--- src/rtl/sat_counter.sv ---
// Saturating up-counter with synchronous clear; clear wins over increment.
module sat_counter #(
   parameter int unsigned W = 8
) (
   input  logic         clk,
   input  logic         rst_n,
   input  logic         clr,
   input  logic         inc,
   output logic [W-1:0] count,
   output logic         sat
);

   logic [W-1:0] cnt_q;
   logic [W-1:0] cnt_d;

   // Next count: clear, else increment unless already at all-ones.
   always_comb begin
      cnt_d = cnt_q;
      if (clr) begin
         cnt_d = '0;
      end else if (inc && !sat) begin
         cnt_d = cnt_q + {{(W-1){1'b0}}, 1'b1};
      end
   end

   // Count register with synchronous active-low reset.
   always_ff @(posedge clk) begin
      if (!rst_n) begin
         cnt_q <= '0;
      end else begin
         cnt_q <= cnt_d;
      end
   end

   assign count = cnt_q;
   assign sat   = &cnt_q;

endmodule

--- config.mk ---
export PLATFORM = sky130hd
export DESIGN_NAME = sat_counter
export DESIGN_NICKNAME = d
export VERILOG_FILES = /design/src/rtl/sat_counter.sv
export SDC_FILE = /design/constraint.sdc
export NUM_CORES = 1
export LEC_CHECK = 0
export CORE_AREA = 2 2 39 41
export CTS_BUF_LIST = sky130_fd_sc_hd__clkbuf_16
export DETAILED_ROUTE_END_ITERATION = 7
export DIE_AREA = 0 0 41 43
export GPL_TIMING_DRIVEN = 1
export HOLD_SLACK_MARGIN = 0.1
export PLACE_DENSITY = 0.71
export SLEW_MARGIN = 0
export SYNTH_ARGS = -nofsm -noshare
export SYNTH_HDL_FRONTEND = slang
export SYNTH_SLANG_ARGS = --single-unit
--- constraint.sdc ---
create_clock -name clk -period 1.6 [get_ports clk]
set_clock_uncertainty 0.2 [all_clocks]
set_input_delay 0.32 -clock clk [delete_from_list [all_inputs] [get_ports clk]]
set_output_delay 0.32 -clock clk [all_outputs]
set_load 0.01 [all_outputs]
==> results of run 1 <==
## Yosys cell counts, types with 2 or more instances
cell                       instances  area (um2)
sky130_fd_sc_hd__a21oi_1           6        30.0
sky130_fd_sc_hd__mux2i_1           2        20.0
sky130_fd_sc_hd__nand2_1           6        22.5
sky130_fd_sc_hd__nand4_1           2        12.5
sky130_fd_sc_hd__dfxtp_1           8         160
sky130_fd_sc_hd__and3_1            2        12.5
sky130_fd_sc_hd__nand2b_1          2        12.5
sky130_fd_sc_hd__and4_1            2        17.5
sky130_fd_sc_hd__o21ai_0           2        10.0
sky130_fd_sc_hd__nor3_1            3        15.0
sky130_fd_sc_hd__inv_1             2        7.51
## where the power goes
part / internal [mW] / total, mW / switching [mW] / leakage [nW]
Sequential: 0.203 / 0.204 / 0.00175 / 0.0660
Combinational: 0.0196 / 0.0349 / 0.0153 / 0.245
Clock: 0.322 / 0.421 / 0.0985 / 0.0370
Total: 0.544 / 0.660 / 0.116 / 0.348
## timing repair
| action | CTS | global route |
|---|---|---|
| pin swaps | 3 | 1 |
| resized for setup | 20 | 5 |
| setup endpoints to repair | 11 | 3 |
| hold buffers | 0 | 0 |
| gates cloned | 0 | 0 |
## metrics by stage
stage          instances  setup slack, ns
2_1_floorplan         50           0.0523
3_3_place_gp          93           -0.226
3_5_place_dp          93           -0.249
4_1_cts               96          -0.0425
5_1_grt               96          -0.0698
6_report              96          -0.0438
## worst max-delay path, delay by kind of cell (launching register included)
kind	cells	cell delay, ns
simple gates	2	0.30
fa+ha+maj	1	0.16
buf+inv	1	0.11
flops	1	0.33
## final cells by class
type / instances / area (um2) / area share [%]
Tap cell: 16 / 20.0 / 2.50
Inverter: 2 / 7.51 / 0.936
Multi-Input combinational cell: 39 / 302 / 37.6
Clock buffer: 3 / 75.1 / 9.36
Sequential cell: 8 / 164 / 20.4
Timing Repair Buffer: 28 / 234 / 29.2
## cells by family after synthesis
family | after synthesis
buffers and inverters | 3
AO/OA/AOI/OAI | 14
multiplexers | 2
flip-flops | 8
adder cells (fa/ha/maj) | 1
AND/OR/NAND/NOR | 22
## routing by layer
| metal | share of wire [%] | track usage (%) |
|---|---|---|
| met5 | 0 | 0 |
| met4 | 2.8 | 14.0 |
| met3 | 4.7 | 4.71 |
| met2 | 51 | 29.7 |
| met1 | 41 | 20.7 |
## path summary, 6_finish.rpt
check | startpoint | end | slack, ns | cells past startpoint
max reg2reg | count[1]$_SDFFE_PP0P_ | count[6]$_SDFFE_PP0P_ | 0.02 | 5
min reg2reg | count[4]$_SDFFE_PP0P_ | count[4]$_SDFFE_PP0P_ | 0.40 | 3
min | count[4]$_SDFFE_PP0P_ | count[4]$_SDFFE_PP0P_ | 0.40 | 3
max | count[1]$_SDFFE_PP0P_ | sat | -0.04 | 4
## cells in the final DEF, fill, tap and decap left out, types with 2 or more instances in the layout
cell / n
sky130_fd_sc_hd__nor3_1: 3
sky130_fd_sc_hd__buf_4: 15
sky130_fd_sc_hd__mux2i_1: 2
sky130_fd_sc_hd__and4_1: 2
sky130_fd_sc_hd__dlygate4sd2_1: 9
sky130_fd_sc_hd__buf_6: 2
sky130_fd_sc_hd__a21oi_1: 6
sky130_fd_sc_hd__dfxtp_1: 5
sky130_fd_sc_hd__nand4_1: 2
sky130_fd_sc_hd__dfxtp_2: 3
sky130_fd_sc_hd__clkdlybuf4s50_1: 2
sky130_fd_sc_hd__clkbuf_16: 3
sky130_fd_sc_hd__inv_1: 2
sky130_fd_sc_hd__nand2b_1: 2
sky130_fd_sc_hd__nand2_1: 6
==> summary.md, run 1 <==
| Metric | Value |
|---|---|
| Layout Nets | between 80 and 90 |
| Cell-by-cell trace of the critical path | ha_4 -> and3_4 -> and2_4 -> buf_6 |
| GRT overflow | 0 |
| Average via count per standard cell | between 5 and 6 |
| Wire length of the first global-routing pass | 2210 um |
| Worst path arrival time | between 1 and 1.5 ns |
| Final wirelength | about 1200 um |
| Post-CTS Setup Bufs | 0 |
| Sequential element share of the synthesized area | about 38% |
| Count of final max-slew check failures | 0 |
| Placeable core area | 0.00138 mm2 |
| Number of global-route vias before repair | roughly 520 |
| Number of sinks on the clock net | 8 |
| Initial antenna violation count | 0 |
| Worst setup EP type | output pin |
| Number of buffers added by the clock tree synthesis step | 3 |
| Total power per unit cell area | between 800 and 900 mW/mm2 |
| Number of DRC markers in iteration 0 | 17 |
| CTS root buffer | sky130_fd_sc_hd__clkbuf_16 |
| Final weighted congestion in routability-driven placement | between 0.7 and 0.8 |
| Final setup margin | -0.0438 ns |
| Time the final worst path needs with I/O delays and setup | roughly 1.6 ns |
| Number of unique standard cell types used by synthesis | 24 |
| Number of flip-flops under the largest register name | 8 |
| Post-Syn Area | 423 um2 |
| Number of core rows | 14 |
| Worst IR drop on VDD | roughly 0.4 mV |
| Full die area | roughly 0.0018 mm2 |
| Die height | between 40 and 50 um |
| Share of flip-flops with an asynchronous set or reset | 0% |
| Worst-path clk slew | roughly 0.030 ns |
| Area share of and/or/nand/nor cells after synthesis | between 30% and 40% |
| Crit Path Category | flip-flop to output pin |
| Critical-path maximum fanout | 2 |
| Synthesis warning total | 0 |
| Flop and latch count out of synthesis | 8 |
| Fill cell count | 128 |
| XOR/XNOR share of the synthesized area | 0% |
| Sum of negative setup slack | -0.0438 ns |
| Outcome | complete, but fails checks |
| Deepest level of the CTS H-tree | 1 |
| Number of synthesized flops with an enable pin | 0 |
| Die extent in x | slightly above 40 um |
| Most frequently used flop master after synthesis | sky130_fd_sc_hd__dfxtp_1 |
| Type of the most critical hold path | flip-flop to flip-flop |
| Clock insertion delay at the later pin of the skew report | roughly 0.23 ns |
| First drt pass iteration count | 4 |
| # setup viols final | 1 |
| Fraction of the mapped netlist area in adder cells | 2.96% |
| Max frequency | around 600 MHz |
| Launching element type of the critical path | flip-flop |
| Required time at the worst-slack endpoint | 1.08 ns |
| Final Hold Slack | 0.401 ns |
| Average cell area after synthesis | about 8.5 um2 |
| Layout cells sized above 1 | roughly 36% |
| Nets in the synthesized netlist | 55 |
| Starting density of the core | a little under a third |
| Buffers added on ports | 12 |
| Routed wire per std cell | 12.8 um |
| Clock tree from TritonCTS | yes |
| Final hold viol count | 0 |
| Diodes inserted | 0 |
| Maximum buffer depth of the clock tree | 2 |
| Overall power consumption | 0.660 mW |
| Slew Limit Headroom | just over 80% |
| Layout area overhead | 89.6% |
| Standby leakage power | 0.348 nW |
| Area fraction in compound gates after synthesis | 21.3% |
| Share of synthesized area spent on multiplexers | about 4.7% |
| Largest stage delay on the critical path | 0.33 ns |
| Largest net degree at the start of global routing | 8 |
| Via count of the routed design | ~500 |
| Synthesized instance count | 50 |
| Dominant combinational cell family by area after synthesis | simple AND/OR/NAND/NOR gates |
| Half-perimeter wire length after placement | around 900 um |
| Share of the core filled with cells | 58.0% |
| Setup repair after global routing missed its margin | yes |
| Cell area reported after detailed placement | 683 um2 |
| Share of the clock period used by the worst path | 103% |
| Slew @ Worst Pin | roughly 0.25 ns |
| Violated checks | setup timing |
| Max-capacitance violation count | 0 |
| Worst-path cell with the longest stage delay | sky130_fd_sc_hd__dfxtp_2 |
| GRT Resource Usage Total | a little under a fifth |
| Boundary pin count | 13 |
| DRC viols | 0 |
| Routed Antenna Nets | 0 |
| Post-route cell area | 802 um2 |
(Power assumes the default switching activity.)
==> run 2: changes to the inputs <==
- RECOVER_POWER: not set -> 100
==> summary.md, run 2 (same netlist as run 1, synthesis figures left out) <==
| Metric | Value |
|---|---|
| Outcome | complete, but fails checks |
| Violated checks | setup timing |
| Layout cells sized above 1 | 32.5% |
| Part of the total power dissipated in sequential elements | between 30% and 40% |
| Setup repair after global routing missed its margin | yes |
| Average via count per standard cell | 5.26 |
| Worst IR drop on VDD | just over 0.4 mV |
| Standby leakage power | roughly 0.33 nW |
| Max-capacitance violation count | 0 |
| Critical-path maximum fanout | 2 |
| Launching element type of the critical path | flip-flop |
| Count of final max-slew check failures | 0 |
| Number of buffers added by the clock tree synthesis step | 3 |
| Slew Limit Headroom | between 80 and 90% |
| Power share of the clock group | between 60% and 70% |
| Number of DRC markers in iteration 0 | 14 |
| Final weighted congestion in routability-driven placement | between 0.7 and 0.8 |
| Final wirelength | around 1200 um |
| Routed wire per std cell | about 13 um |
| Required time at the worst-slack endpoint | approximately 1.1 ns |
| Total power per unit cell area | between 800 and 900 mW/mm2 |
| Sw Pwr | between 0.1 and 0.15 mW |
| GRT Resource Usage Total | a little under a fifth |
| Sum of negative setup slack | -0.0443 ns |
| Layout Nets | 87 |
| Worst Reg-to-Reg Cells | 5 |
| Clock insertion delay at the later pin of the skew report | between 0.2 and 0.25 ns |
| Cell count of the worst hold path | 3 |
| DRC viols | 0 |
| Number of core rows | 14 |
| First drt pass iteration count | 4 |
| Share of the core filled with cells | between 50% and 60% |
| Share of the clock period used by the worst path | 103% |
| Via count of the routed design | approximately 510 |
| Time the final worst path needs with I/O delays and setup | roughly 1.6 ns |
| Number of global-route vias before repair | between 500 and 600 |
| CTS root buffer | sky130_fd_sc_hd__clkbuf_16 |
| Slew @ Worst Pin | roughly 0.25 ns |
| Crit Path Category | flip-flop to output pin |
| Clock tree from TritonCTS | yes |
| Full die area | approximately 0.0018 mm2 |
| Type of the most critical hold path | flip-flop to flip-flop |
| Largest net degree at the start of global routing | 8 |
| Final hold viol count | 0 |
| Combinational share of power | 5.0% |
| Post-route cell area | about 770 um2 |
| GRT overflow | 0 |
| Number of sinks on the clock net | 8 |
| Layout area overhead | 83.1% |
| Final non-filler cell total | 96 |
| Most frequent cells in the layout | sky130_fd_sc_hd__dlygate4sd2_1 (9), sky130_fd_sc_hd__buf_4 (8), sky130_fd_sc_hd__nand2_1 (6), sky130_fd_sc_hd__a21oi_1 (6), sky130_fd_sc_hd__dfxtp_1 (5) |
| Maximum buffer depth of the clock tree | 2 |
| Deepest level of the CTS H-tree | 1 |
| Die height | approximately 43 um |
| Int Power | between 0.5 and 0.6 mW |
| Routed Antenna Nets | 0 |
| Initial antenna violation count | 0 |
| Max frequency | ~610 MHz |
| Die extent in x | slightly above 40 um |
| Cell area reported after detailed placement | ~680 um2 |
| Starting density of the core | 30.6% |
| Worst path arrival time | ~1.1 ns |
| Boundary pin count | 13 |
| Placeable core area | between 0.001 and 0.0015 mm2 |
| Switching part of the total | between 15 and 20% |
| Pre-CTS WS | -0.249 ns |
| Worst-path clk slew | ~0.04 ns |
| Final setup margin | -0.0443 ns |
| Placed cell count | 93 |
| Most common cell after layout, fill and taps aside | sky130_fd_sc_hd__dlygate4sd2_1 |
| # setup viols final | 1 |
| Diodes inserted | 0 |
| Worst setup EP type | output pin |
| Buffers added on ports | 12 |
| Half-perimeter wire length after placement | 886 um |
| Wire length of the first global-routing pass | 2210 um |
| Number of flip-flops under the largest register name | 8 |
run 2: cell count changes in the layout (fill, tap and decap cells not counted), sizes merged:
cell	previous run	this run
buf	17	10
clkbuf	3	10
run 2: worst paths after layout:
kind	to	slack, ns	startpoint
min reg2reg	count[1]$_SDFFE_PP0P_	0.42	count[1]$_SDFFE_PP0P_
max	sat	-0.04	count[1]$_SDFFE_PP0P_
max reg2reg	count[6]$_SDFFE_PP0P_	0.02	count[1]$_SDFFE_PP0P_
min	count[1]$_SDFFE_PP0P_	0.42	count[1]$_SDFFE_PP0P_
run 2: metrics by stage:
step / hold slack (ns) / power [mW]
floorplan: 0.280 / 0.219
global placement: 0.381 / 0.242
detailed placement: 0.388 / 0.242
CTS: 0.398 / 0.664
global route: 0.460 / 0.679
finish: 0.417 / 0.661
run 2: cell type report:
type                    instances  area, um2
clock buffers                   3       75.1
fillers                       134        609
repair buffers                 28        206
well taps                      16       20.0
inverters                       2       7.51
flip-flops and latches          8        164
multi-input cells              39        302
run 2: power by group through the flow:
stage                     Clock, mW  Combinational [mW]  Sequential [mW]
after global routing          0.438              0.0373            0.205
after global placement            0              0.0353            0.207
after detailed placement          0              0.0353            0.207
final                         0.423              0.0332            0.204
after floorplan                   0              0.0101            0.209
after CTS                     0.425              0.0344            0.204
run 2: timing repair:
action | CTS | global route
setup endpoints to repair | 11 | 3
pin swaps | 3 | 1
hold buffers | 0 | 0
buffers inserted | 0 | 0
resized for setup | 20 | 5
run 2: routing by layer:
metal,GRT usage [%],vias up,routed length (um)
met5,0,-,0
met3,4.71,4,70
met4,14.0,0,34
li1,-,251,-
met1,20.7,234,499
met2,29.7,16,636
run 2: critical path, cell delays in order (launching register included):
cell and delay, ns:
sky130_fd_sc_hd__dfxtp_2 0.33, sky130_fd_sc_hd__ha_4 0.16, sky130_fd_sc_hd__and3_4 0.17, sky130_fd_sc_hd__and2_4 0.13, sky130_fd_sc_hd__buf_6 0.11
